## config.mk

```make
export PLATFORM = sky130hd
export DESIGN_NAME = rvc_mem_arb
export DESIGN_NICKNAME = d
export VERILOG_FILES = /design/src/rtl/rvc_asap_pkg.sv /design/src/rtl/rvc_sat_cnt.sv /design/src/rtl/rvc_mem_arb.sv
export SDC_FILE = /design/constraint.sdc
export NUM_CORES = 1
export LEC_CHECK = 0
export ABC_AREA = 0
export ABC_CLOCK_PERIOD_IN_PS = 3110
export BUFFER_PORTS_ARGS = -buffer_cell sky130_fd_sc_hd__clkbuf_2
export CORE_AREA = 2 2 123 125
export CTS_CLUSTER_SIZE = 16
export DETAILED_ROUTE_END_ITERATION = 12
export DIE_AREA = 0 0 125 127
export HOLD_SLACK_MARGIN = 0.08
export PLACE_DENSITY = 0.48
export RECOVER_POWER = 100
export SLEW_MARGIN = 20
export SYNTH_ARGS = -nofsm -noshare
export SYNTH_HDL_FRONTEND = slang
export SYNTH_SLANG_ARGS = --single-unit
```

## constraint.sdc

```tcl
create_clock -name Clock -period 3.11 [get_ports Clock]
set_input_delay 0.933 -clock Clock [delete_from_list [all_inputs] [get_ports Clock]]
set_output_delay 0.933 -clock Clock [all_outputs]
set_load 0.03 [all_outputs]
```

## src/rtl/rvc_asap_pkg.sv

```systemverilog
// rvc_asap_pkg: shared arbiter state type and default starvation bound
package rvc_asap_pkg;
  typedef enum logic [1:0] {ARB, LOCKED, FORCE_CORE} t_arb_state;
  localparam int STARVE_MAX_DEF = 8;
endpackage

```

## src/rtl/rvc_sat_cnt.sv

```systemverilog
// rvc_sat_cnt: saturating count of consecutive cycles a port waits ungranted
module rvc_sat_cnt #(
  parameter int MAX = 8,
  parameter int W = $clog2(MAX + 1)
) (
  input  logic         clk,
  input  logic         rst_n,
  input  logic         req,
  input  logic         gnt,
  output logic [W-1:0] cnt
);
  // count up while waiting, hold at MAX, clear on grant or dropped request
  always_ff @(posedge clk)
    cnt <= (!rst_n || !req || gnt) ? '0 : (cnt == W'(MAX)) ? cnt : cnt + 1'b1;
endmodule

```

## src/rtl/rvc_mem_arb.sv

```systemverilog
// rvc_mem_arb: two-port (core / external) single-memory arbiter with lock and anti-starvation
module rvc_mem_arb import rvc_asap_pkg::*; #(
  parameter int STARVE_MAX = STARVE_MAX_DEF,
  parameter int AW = 32
) (
  input  logic          Clock,
  input  logic          Rst,
  input  logic          CoreReq,
  input  logic          CoreWrEn,
  input  logic [AW-1:0] CoreAddr,
  input  logic [31:0]   CoreWrData,
  input  logic [3:0]    CoreByteEn,
  output logic          CoreGnt,
  output logic          CoreRdVld,
  output logic [31:0]   CoreRdData,
  input  logic          ExtReq,
  input  logic          ExtWrEn,
  input  logic [AW-1:0] ExtAddr,
  input  logic [31:0]   ExtWrData,
  input  logic [3:0]    ExtByteEn,
  output logic          ExtGnt,
  output logic          ExtRdVld,
  output logic [31:0]   ExtRdData,
  input  logic          ExtLock,
  output logic          MemEn,
  output logic          MemWrEn,
  output logic [AW-1:0] MemAddr,
  output logic [31:0]   MemWrData,
  output logic [3:0]    MemByteEn,
  input  logic [31:0]   MemRdData
);
  localparam int CW = $clog2(STARVE_MAX + 1);
  t_arb_state state;
  logic [CW-1:0] core_wait, ext_wait;
  logic arb_rules, ext_pri, core_gnt, ext_gnt, core_rd, ext_rd;
  assign arb_rules = state == ARB || (state == LOCKED && !ExtLock);
  assign ext_pri = ext_wait == CW'(STARVE_MAX);
  assign core_gnt = Rst && CoreReq && (arb_rules ? !(ExtReq && ext_pri) : state == FORCE_CORE);
  assign ext_gnt = Rst && ExtReq && (arb_rules ? (!CoreReq || ext_pri) : state == LOCKED);
  assign CoreGnt = core_gnt;
  assign ExtGnt = ext_gnt;
  assign MemEn = core_gnt | ext_gnt;
  assign MemWrEn = core_gnt ? CoreWrEn : ext_gnt && ExtWrEn;
  assign MemAddr = core_gnt ? CoreAddr : ext_gnt ? ExtAddr : '0;
  assign MemWrData = core_gnt ? CoreWrData : ext_gnt ? ExtWrData : '0;
  assign MemByteEn = core_gnt ? CoreByteEn : ext_gnt ? ExtByteEn : '0;
  assign CoreRdVld = Rst && core_rd;
  assign ExtRdVld = Rst && ext_rd;
  assign CoreRdData = CoreRdVld ? MemRdData : '0;
  assign ExtRdData = ExtRdVld ? MemRdData : '0;
  rvc_sat_cnt #(.MAX(STARVE_MAX), .W(CW)) u_core_wait (
    .clk(Clock), .rst_n(Rst), .req(CoreReq), .gnt(core_gnt), .cnt(core_wait)
  );
  rvc_sat_cnt #(.MAX(STARVE_MAX), .W(CW)) u_ext_wait (
    .clk(Clock), .rst_n(Rst), .req(ExtReq), .gnt(ext_gnt), .cnt(ext_wait)
  );
  // lock / forced-core state; a core that would hit its wait limit next cycle forces a core slot
  always_ff @(posedge Clock)
    if (!Rst)
      state <= ARB;
    else
      case (state)
        ARB:        state <= (ext_gnt && ExtLock) ? LOCKED : ARB;
        LOCKED:     state <= !ExtLock ? ARB :
                             (CoreReq && core_wait >= CW'(STARVE_MAX - 1)) ? FORCE_CORE : LOCKED;
        FORCE_CORE: state <= ExtLock ? LOCKED : ARB;
        default:    state <= ARB;
      endcase
  // read owner tag: read data returns one cycle after a read grant
  always_ff @(posedge Clock) begin
    core_rd <= core_gnt && !CoreWrEn;
    ext_rd <= ext_gnt && !ExtWrEn;
  end
endmodule

```

==> summary.txt <==
Timing
  – Fin crit share: 1.01
  – Final Hold Viols: 0
  – Final setup fails: 22
  – Clk_skew: around 0.0018 ns
  – Worst-margin pin slew: between 0.7 and 0.8 ns
  – Min Tclk post-route: 3.13 ns
  – Worst slew margin: 0.485
  – Unrepaired setup endpoints after global routing: true
  – Peak Freq: around 320 MHz
  – Max Transition Viols Final: 0
  – Final worst slack: -0.0222 ns

Detailed routing
  – Post-DR vias/cell: around 4.4
  – Pre-Repair DR Iteration Count: 4
  – DRC errors left: 0
  – Routed length per instance: roughly 17 microns
  – Initial DRC count: roughly 140
  – Via count: around 3,300
  – Total wire length: about 13,000 microns
  – Post-route ant nets: 0

Die
  – CORE AREA: between 10,000 and 15,000 sq um
  – Row cnt: 44
  – Starting density of the core: 0.128
  – Die X: roughly 130 microns
  – Die Area: around 16,000 sq um
  – Total I/O pin count: between 300 and 400
  – Die height: approximately 130 microns

Final layout
  – Commonest non-fill, non-tap cell in the layout: clkbuf_2
  – NumNets Final: 745
  – Non-Filler Instances: 749
  – Filler Cell Count: 1,507
  – Most frequent cells in the layout: clkbuf_2 (238), and3_1 (64), a22o_1 (62)
  – Layout cell share with drive strength beyond 1: 0.671
  – Area delta synth->final: 168%
  – Antenna diode count: 0

Setup path
  – Startpoint Class: primary input
  – Crit path launch: ExtLock
  – Most frequent cell on the critical path: clkbuf_16
  – R2r setup slk: 1.35 ns
  – Max stage delay on crit path: ~0.20 ns
  – Worst EP arrival: about 2.2 ns
  – CP top delay family: buffers and inverters
  – Crit path max fanout: 7
  – R2r worst-path depth: 8
  – RR Startpoint: u_ext_wait.cnt[0]
  – Buf/Inv on CP: 5
  – Slowest cell on crit path: a211oi_4
  – Endpoint class of the critical path: primary output
  – Critical Path RT: 2.18 ns
  – Type of the worst setup path: in2out
  – Cell Chain, Critical Path: buf_8 > o21a_1 > a211oi_4 > buf_12 > clkbuf_16 > clkbuf_16 > a22o_1 > clkbuf_8
  – Critical R2R Capture: core_rd

Min path
  – Min-delay worst type: reg2reg
  – Hold_sp: u_ext_wait.cnt[1]
  – Hold Crit Depth: 2
  – Hold Crit Endpoint: u_ext_wait.cnt[1]

Power
  – Final Power: approximately 1.1 mW
  – Power Density: between 200 and 250 nW/um^2
  – Leakage Power: 2.82 nW
  – Maximum ir drop on the vdd rail: 0.117 mV

Global routing
  – Number of global-route vias before repair: 3,277
  – GRT Residual Overflow: 0
  – Initial antenna violation count: 0
  – Largest net degree at the start of global routing: 67
  – First-pass GRT wire length: approximately 17,000 microns
  – Overall global routing resource usage: 0.136

CTS
  – CTS tree: done
  – Clock Pin Slew Worst Setup and Hold Paths: roughly 0.05 ns
  – # clock sinks: 12
  – Clock buffer count from CTS: 3
  – CTS HTree Levels: 1
  – Hold Buf Count CTS: 0
  – CTS root buf: clkbuf_16
  – Worst-Skew Late Latency: 0.24 ns
  – Max clock buf depth: 2

Logic synthesis
  – Synth top area share: 0.328
  – Netlist cell types: 37
  – Async SR Flop Fraction: 0
  – Post-synthesis compound-gate area fraction: 0.399
  – Adder-cell share of the synthesized area: 0.0272
  – Synth warn: 0
  – Largest family of logic cells by synthesized area: compound AO/OA/AOI/OAI gates
  – Post-synth design cell area: approximately 1800 sq um
  – Synth Area in XOR/XNOR: 0.0238
  – Fraction of synthesized area in multiplexers: 0.00544
  – Top FF cell, synth: dfxtp_1
  – Synth area leaders: a22o_1 (33%), and3_1 (22%), dfxtp_1 (13%)
  – Post-synth EDFFs: 0
  – Simple-gate share of the synthesized area: 0.307
  – Cell taking the most area after synthesis: a22o_1
  – Synth Area per Inst: 7.90 sq um
  – Register bit total from synthesis: 12
  – Syn_nets: 412
  – Syn Inst Count: 233
  – Sequential element share of the synthesized area: 0.131

Run
  – Max-cap viol count: 0

Place
  – Placed insts: 725
  – HPWL Detailed: between 10,000 and 15,000 microns
  – Routability Congestion: approximately 0.9
  – Input/output buffers: around 310

Outcome
  – Status: finished with violations
  – Violated checks: negative setup slack
synth_stat cells, drive strengths merged, types with 2 or more instances:
library cell	n
nor2b	2
buf	10
inv	5
nor3	2
and2	2
nand3	3
xnor2	3
dfxtp	12
and3	64
nand2	8
a211oi	6
clkbuf	20
nor2	3
ha	4
xor2	2
nand3b	3
a22o	70
worst min-delay path, delay by kind of cell (launching register included):
kind	cells	cell delay, ns
and+or+nand+nor	1	0.05
DFF	1	0.33
AOI/OAI and AO/OA	1	0.05
routing by layer:
layer / routed length (microns) / track usage / vias up
li1: - / - / 1581
met1: 4730 / 0.144 / 1530
met2: 6620 / 0.267 / 208
met3: 1180 / 0.0343 / 12
met4: 220 / 0.0353 / 0
met5: 0 / 0 / -
cells by family after synthesis:
kind of cell    count (synthesis)
simple gates                   93
xor+xnor                        5
buf+inv                        35
flops                          12
mux                             1
fa+ha+maj                       4
compound gates                 83
final cells by class:
type / instances / area [sq um] / area share
repair buffers: 358 / 2860 / 0.580
multi-input cells: 186 / 1490 / 0.302
flip-flops and latches: 12 / 243 / 0.0493
well taps: 184 / 230 / 0.0468
clock buffers: 4 / 88.8 / 0.0180
inverters: 5 / 18.8 / 0.00381
sequential cells by signal, summed over array words and instances (netlist names):
name,cells
u_core_wait.cnt,4
u_ext_wait.cnt,4
state,2
core_rd,1
ext_rd,1
power by group:
part	switching [mW]	total [mW]	internal, mW
Combinational	0.329	0.678	0.349
Sequential	0.00702	0.163	0.156
Clock	0.0746	0.269	0.195
Total	0.411	1.11	0.700
worst max-delay path by stage:
stage,endpoint,slack [ns],depth (start not counted)
floorplan,MemByteEn[0],0.06,4
global placement,MemAddr[24],-0.15,7
detailed placement,MemAddr[24],-0.14,7
CTS,MemAddr[22],-0.11,8
global route,MemAddr[23],-0.08,8
finish,MemAddr[11],-0.02,8
through the flow:
stage,util,worst slack [ns],TNS (ns),hold WS [ns],cell area [sq um]
6_report,0.341,-0.0222,-0.179,0.475,4920
5_1_grt,0.341,-0.0763,-2.91,0.508,4920
4_1_cts,0.313,-0.107,-3.55,0.495,4510
3_5_place_dp,0.256,-0.137,-4.81,0.488,3700
3_3_place_gp,0.256,-0.147,-3.98,0.482,3700
2_1_floorplan,-,0.0632,0,0.462,1840
what timing repair did:
item / CTS / global route
hold endpoints to repair: 0 / 0
endpoints found under the setup margin: 68 / 70
gates resized for setup: 145 / 77
buffers inserted: 6 / 4
gates cloned: 1 / 9
pin swaps: 15 / 36
Note: power is estimated with default switching activity, not from simulation.
